## src/rtl/serial_chunk_adder.sv

```systemverilog
// serial_chunk_adder: adder/subtractor that ripples the carry CHUNK bits per clock over valid/ready handshakes.
// Define SERIAL_ADDER_SUB_EN to add the sub port and subtract mode; requires WIDTH >= 2, WIDTH % CHUNK == 0.
module serial_chunk_adder #(
    parameter int WIDTH = 8,
    parameter int CHUNK = 2
) (
    input  logic             clk,
    input  logic             rst,
    input  logic             in_valid,
    output logic             in_ready,
    input  logic [WIDTH-1:0] a,
    input  logic [WIDTH-1:0] b,
    input  logic             cin,
`ifdef SERIAL_ADDER_SUB_EN
    input  logic             sub,
`endif
    output logic             out_valid,
    input  logic             out_ready,
    output logic [WIDTH-1:0] sum,
    output logic             cout,
    output logic             ovf,
    output logic             zero
);
    localparam int N  = WIDTH / CHUNK;
    localparam int KW = (N > 1) ? $clog2(N) : 1;
    localparam int BW = (WIDTH > 1) ? $clog2(WIDTH) : 1;

    typedef enum logic [1:0] {
        IDLE,
        RUN,
        DONE
    } state_t;

    state_t           r_state;
    state_t           w_state_next;
    logic [KW-1:0]    r_k;
    logic [WIDTH-1:0] r_a;
    logic [WIDTH-1:0] r_b;
    logic [WIDTH-1:0] r_sum;
    logic             r_carry;
    logic             r_in_ready;
    logic             r_cout;
    logic             r_ovf;
    logic             r_zero;

    logic [WIDTH-1:0] w_b_eff;
    logic             w_carry_init;
    logic             w_accept;
    logic             w_last;
    logic [BW-1:0]    w_base;
    logic [CHUNK-1:0] w_chunk_sum;
    logic             w_chunk_cout;
    logic [WIDTH-1:0] w_sum_next;

    // Subtraction is a + ~b + 1, so only the B operand and the initial carry change.
`ifdef SERIAL_ADDER_SUB_EN
    assign w_b_eff      = sub ? ~b : b;
    assign w_carry_init = sub ? 1'b1 : cin;
`else
    assign w_b_eff      = b;
    assign w_carry_init = cin;
`endif

    assign w_accept = in_valid && r_in_ready;
    assign w_last   = (r_k == KW'(N - 1));
    assign w_base   = BW'(int'(r_k) * CHUNK);

    always_comb begin
        // NOTE: every signal driven here gets a default first, so no path can infer a latch.
        w_state_next = r_state;
        unique case (r_state)
            IDLE:    if (w_accept)  w_state_next = RUN;
            RUN:     if (w_last)    w_state_next = DONE;
            DONE:    if (out_ready) w_state_next = IDLE;
            default: w_state_next = IDLE;
        endcase
    end

    always_ff @(posedge clk) begin
        // NOTE: sequential state uses non-blocking assignments so every flop samples pre-edge values.
        if (rst) begin
            r_state    <= IDLE;
            r_in_ready <= 1'b0;
        end else begin
            r_state    <= w_state_next;
            r_in_ready <= (w_state_next == IDLE);
        end
    end

    always_comb begin
        {w_chunk_cout, w_chunk_sum} = {1'b0, r_a[w_base +: CHUNK]}
                                    + {1'b0, r_b[w_base +: CHUNK]}
                                    + {{CHUNK{1'b0}}, r_carry};
        w_sum_next                  = r_sum;
        w_sum_next[w_base +: CHUNK] = w_chunk_sum;
    end

    // NOTE: operand registers carry no reset; they are always loaded on accept before RUN reads them.
    always_ff @(posedge clk) begin
        if (w_accept) begin
            r_a <= a;
            r_b <= w_b_eff;
        end
    end

    always_ff @(posedge clk) begin
        if (rst) begin
            r_k     <= '0;
            r_carry <= 1'b0;
            r_sum   <= '0;
            r_cout  <= 1'b0;
            r_ovf   <= 1'b0;
            r_zero  <= 1'b1;
        end else if (w_accept) begin
            r_k     <= '0;
            r_carry <= w_carry_init;
        end else if (r_state == RUN) begin
            r_k     <= r_k + KW'(1);
            r_carry <= w_chunk_cout;
            r_sum   <= w_sum_next;
            if (w_last) begin
                // Flags settle only with the last chunk so they stay stable through IDLE and RUN.
                r_k    <= '0;
                r_cout <= w_chunk_cout;
                r_ovf  <= (r_a[WIDTH-1] == r_b[WIDTH-1]) && (w_sum_next[WIDTH-1] != r_a[WIDTH-1]);
                r_zero <= (w_sum_next == '0);
            end
        end
    end

    assign in_ready  = r_in_ready;
    assign out_valid = (r_state == DONE);
    assign sum       = r_sum;
    assign cout      = r_cout;
    assign ovf       = r_ovf;
    assign zero      = r_zero;

endmodule

```

## config.mk

```make
export PLATFORM = sky130hd
export DESIGN_NAME = serial_chunk_adder
export DESIGN_NICKNAME = d
export VERILOG_FILES = /design/src/rtl/serial_chunk_adder.sv
export SDC_FILE = /design/constraint.sdc
export NUM_CORES = 1
export LEC_CHECK = 0
export ABC_AREA = 1
export CAP_MARGIN = 30
export CORE_UTILIZATION = 45
export CTS_CLUSTER_SIZE = 28
export DETAILED_ROUTE_END_ITERATION = 8
export PLACE_DENSITY = 0.75
export SYNTH_ARGS = -nofsm -noshare
export SYNTH_HDL_FRONTEND = slang
export SYNTH_SLANG_ARGS = --single-unit
```

## constraint.sdc

```tcl
create_clock -name clk -period 2.25 [get_ports clk]
set_input_delay 0.5625 -clock clk [delete_from_list [all_inputs] [get_ports clk]]
set_output_delay 0.5625 -clock clk [all_outputs]
set_load 0.03 [all_outputs]
```

Word-level counts from Yosys, hierarchy flattened
Cells that the tools add are included.
{"block": "classes", "n_eq_ne": 5, "n_mul": 0, "order_cmp": 0, "mux": 8, "n_reduce_logical": 9, "bitwise_logic": 1, "div_mod_pow": 0, "n_addsub": 4, "shifts": 4}
{"operator": "$shiftx 8x4->2", "count": 2}
{"operator": "$bwmux 8", "count": 1}
{"operator": "$logic_not 8->1", "count": 1}
{"operator": "$mux 2", "count": 4}
{"operator": "$shift 2x5->8 const A", "count": 1}
{"operator": "$shiftx 2x5->8", "count": 1}
{"operator": "$pmux 2 s3", "count": 1}
{"operator": "$neg 3->5", "count": 1}
{"operator": "$eq 2x2->1 const B", "count": 2}
{"operator": "$logic_not 2->1", "count": 2}
{"operator": "$add 2x2->3", "count": 1}
{"operator": "$add 3x1->3", "count": 1}
{"operator": "$reduce_and 3->1", "count": 1}
{"operator": "$add 2x1->2 const B", "count": 1}
{"operator": "$eq 2x1->1 const B", "count": 1}
{"operator": "$logic_and 1x1->1", "count": 2}
{"operator": "$mux 1", "count": 2}
{"operator": "$reduce_and 2->1", "count": 1}
{"operator": "$reduce_bool 2->1", "count": 1}
{"operator": "$reduce_or 2->1", "count": 1}
{"operator": "$eq 1x1->1", "count": 1}
{"operator": "$ne 1x1->1", "count": 1}
{"operator": "$not 1->1", "count": 1}
{"block": "totals", "mem_bits_rw": 0, "register_bits": 33, "elab_cells": 41, "latch_bits": 0, "output_inout_bits": 13, "rom_bits": 0, "input_bits": 21, "memories": 0}

Depth between registers and ports, before layout
{"block": "logic_depth", "depth_word": 7, "mapped_depth": 14, "depth_no_buf": 13}

Worst setup path before layout
No wires, ideal clock.
{"block": "synth_path", "path_type": "register -> register", "startpoint": "register r_k[0]", "endpoint": "register r_ovf, in the netlist ovf", "path_buffers": 1, "setup_time_ps": 109, "t_arrival_ps": 2289, "required_ps": 2141, "path_stages_with_launch": 15, "slack_ps": -148, "period_less_slack_ps": 2398, "cell_sequence": "dfxtp_1 -> inv_2 -> clkbuf_1 -> o21ai_1 -> o22ai_1 -> fa_1 -> fa_1 -> nand3_1 -> clkinv_1 -> nand2_1 -> nand2_1 -> nand2_1 -> nand3_1 -> nand2_1 -> inv_1"}
{"block": "synth_between", "elab_chain_len": 7, "word_cells_on_any_way": 12, "classes_between": "3 x add/sub; 2 x eq/ne; 4 x shift; 1 x mux; 2 x reduce/logical"}
{"element": "from (decl)", "line_no": "36", "text": "logic [KW-1:0] r_k;"}
{"element": "from (signal assigned)", "line_no": "118", "text": "r_k <= r_k + KW'(1);"}
{"element": "$shiftx 8x4->2 (on tied branches)", "line_no": "91, 92"}
{"element": "$add 2x2->3", "line_no": "92", "text": "+ {1'b0, r_b[w_base +: CHUNK]}"}
{"element": "$add 3x1->3", "line_no": "93", "text": "+ {{CHUNK{1'b0}}, r_carry};"}
{"element": "$shiftx 2x5->8", "line_no": "95", "text": "w_sum_next[w_base +: CHUNK] = w_chunk_sum;"}
{"element": "$bwmux 8", "line_no": "95"}
{"element": "$ne 1x1->1", "line_no": "125", "text": "r_ovf <= (r_a[WIDTH-1] == r_b[WIDTH-1]) && (w_sum_next[WIDTH-1] != r_a[WIDTH-1]);"}
{"element": "$logic_and 1x1->1", "line_no": "125"}
{"element": "to (signal assigned)", "line_no": "125"}
{"element": "to (decl)", "line_no": "43", "text": "logic r_ovf;"}
Parallel ways exist; a longest one is shown, timed or not.
A chain may end at the register's enable or synchronous reset.

Final worst setup path
{"block": "layout_path", "startpoint": "register r_k[0]", "endpoint": "register r_zero, in the netlist zero"}
{"block": "layout_between", "elab_chain_len": 6, "word_cells_on_any_way": 11, "classes_between": "3 x add/sub; 1 x eq/ne; 4 x shift; 1 x mux; 2 x reduce/logical"}
{"element": "$shiftx 8x4->2 (on tied branches)", "line_no": "91, 92"}
{"element": "$add 2x2->3", "line_no": "92"}
{"element": "$add 3x1->3", "line_no": "93"}
{"element": "$shiftx 2x5->8", "line_no": "95"}
{"element": "$bwmux 8", "line_no": "95"}
{"element": "$logic_not 8->1", "line_no": "126", "text": "r_zero <= (w_sum_next == '0);"}
{"element": "to (signal assigned)", "line_no": "126"}
{"element": "to (decl)", "line_no": "44", "text": "logic r_zero;"}
Parallel ways exist; a longest one is shown, timed or not.

==> impl_results.md <==
- Status: finished with violations
- Failing checks: negative setup slack
- Slew Viols, Final: 0
- Mux contribution to synthesized area: 0%
- Leading area contributor after synthesis: edfxtp_1
- Vias post-DR: 1,364
- Area Overhead vs Synth: 32.6%
- Finished Core Util: 63.6%
- Gr ovfl total: 0
- Number of non-filler instances in the completed layout: 281
- Root Driver: clkbuf_4
- Ratio of cells with drive above 1 in the final layout: 20.9%
- Area post-placement: 2040 sq um
- Setup ws final: -36.8 ps
- Total Wirelength: 3.06 mm
- Die ar.: 3860 sq um
- Final #Nets: 263
- Crit Path Max Fanout: 6
- Hpwl dp: 2.22 mm
- Simple logic cell fraction of the synthesized area: 20.3%
- Crit end category: register
- Row Count: 21
- Clock Sinks: 33
- DRT Pass-1 Iters: 5
- FF+latch count, synth: 33
- Gr usage total: 16.8%
- Largest family of logic cells by synthesized area: simple AND/OR/NAND/NOR gates
- Cell total after placement: 271
- Mapped Avg Cell Area: 8.55 sq um
- Post-route cell area: 2160 sq um
- Die height: 62.1 microns
- Htree depth: 2
- P per Cell Area: 612 nW/um^2
- CTS Buf Count: 5
- Skew final: 3.89 ps
- CTS tree: done
- Leakage: 0.900 nW
- Hold Crit Class: register to register
- Filler cells: 288
- Post-route DRC: 0
- Most frequent cells in the layout: clkdlybuf4s50_1, nor2_1, nand2_1
- Synth area leaders: edfxtp_1, dfxtp_1, nor2_1
- Unique masters post-synth: 26
- Final Hold Vio Count: 0
- Startpoint class of the critical path: register
- Fmax: 0.437 GHz
- Total chip power: 1.32 mW
- Initial DRC Count: 60
- Adder-cell share of the synthesized area: 7.08%
- Remaining antenna violation count after routing: 0
- # port buffers: 33
- Max rail drop VDD: 0.000379 V
- Synthesized area: 1630 sq um
- Setup Viol. Count Final: 1
- Ant diodes: 0
- Synth top area share: 29.6%
- Pre-CTS WS: -22.0 ps
- Synth Area in XOR/XNOR: 0%
- Complex-gate fraction of the synthesized area: 12.7%
- Routability Congestion: 0.871
- Vias/cell: 4.85
- Die Width: 62.1 microns
- Initial core utilization: 48.0%
- Io pins: 34
- Crit path time final: 2290 ps
- Seq/Total Area, Yosys: 50.5%
- Worst EP required: 2470 ps
- Yosys warns: 0
- Clk_lat worst skew: 320 ps
- Unrepaired setup endpoints after global routing: true
- Tightest Pin Transition: 635 ps
- First-pass GRT wire length: 5.04 mm
- FF+latch area: 826 sq um
- Final Cycle Share: 102%
- Worst EP arrival: 2510 ps
- Multi-input gate area: 697 sq um
- Core ar.: 3390 sq um
- Number of max-cap violations: 0
- WS Path Type: register to register
- Clock slew at reported path FFs: 100 ps
- WL/cell: 10.9 microns
- Syn nets: 219
- Maximum clock insertion buffer count: 2
- Largest net degree at the start of global routing: 18
- Leading cell type in the layout, fill and taps excluded: clkdlybuf4s50_1
- Antenna violations before repair: 0
- Vias in the first global route: 1,175
- Mapped Cells: 190
- Worst slew margin: 57.6%
-- report_power, final --
group	internal [mW]	total, mW	leakage [nW]	switching (mW)
registers	0.664	0.684	0.288	0.0201
logic	0.149	0.329	0.579	0.180
clock network	0.119	0.307	0.0320	0.188
total	0.931	1.32	0.900	0.388
-- synth_stat cells, drive strengths merged --
cell,number
nor2,33
inv,32
nand2,30
dfxtp,17
edfxtp,16
o21ai,16
a21oi,11
nand3,9
o22ai,7
ha,6
buf,4
fa,2
nor3,2
a31o,1
clkbuf,1
clkinv,1
nand4,1
or2,1
-- final cells by class --
class                   instances  share of cell area [%]
inverters                      33                    5.86
repair buffers                 42                    18.5
flip-flops and latches         33                    38.3
clock buffers                   6                    1.92
multi-input cells             119                    32.3
clock inverters                 2                   0.464
well taps                      46                    2.67
-- worst max-delay path, cell delays in order, from the launching register on --
cell and delay, ps:
dfxtp_4 400, inv_4 60, o21ai_2 140, o22ai_2 100
fa_2 400, fa_1 590, buf_4 130, nand3_2 60
nand2_2 80, inv_2 40, nand2_1 40, nor2_1 40
nand3_1 70, nand2_1 40
-- cells by family after synthesis --
family,after synthesis
fa+ha+maj,8
simple gates,76
flops,33
compound gates,35
buf+inv,38
-- metrics by stage --
| stage | TNS [ps] | hold WS [ps] |
|---|---|---|
| 2_1_floorplan | 0 | 556 |
| 3_3_place_gp | 0 | 453 |
| 3_5_place_dp | -22.0 | 461 |
| 4_1_cts | 0 | 473 |
| 5_1_grt | -477 | 508 |
| 6_report | -36.8 | 470 |
-- metal layers --
metal  part of all wire (%)  vias up  GRT usage, %  wire length [microns]
met3                    4.5        2          5.70                    137
met2                     50       40          29.3                   1540
met4                   0.43        0          5.52                     13
met1                     45      615          19.4                   1370
li1                       -      707             -                      -
met5                      0        -             0                      0
-- what timing repair did --
item / 4_1_cts / 5_1_grt
hold buffers: 0 / 0
pin swaps: 0 / 7
buffers inserted: 1 / 1
endpoints found under the setup margin: 1 / 3
gates resized for setup: 1 / 15
-- final timing paths --
check	from	end	slack (ps)	cells after the start
worst max-delay path	r_k[0]	zero	-40	13
worst min-delay path	cout	cout	470	2
worst max register to register	r_k[0]	zero	-40	13
worst min register to register	cout	cout	470	2
-- state kept, by name, indices dropped and copies added, names as in the netlist --
register / count
zero: 1
r_b: 8
ovf: 1
r_carry: 1
sum: 8
r_state: 2
r_k: 2
r_a: 8
cout: 1
in_ready: 1
Note: power is estimated with default switching activity, not from simulation.
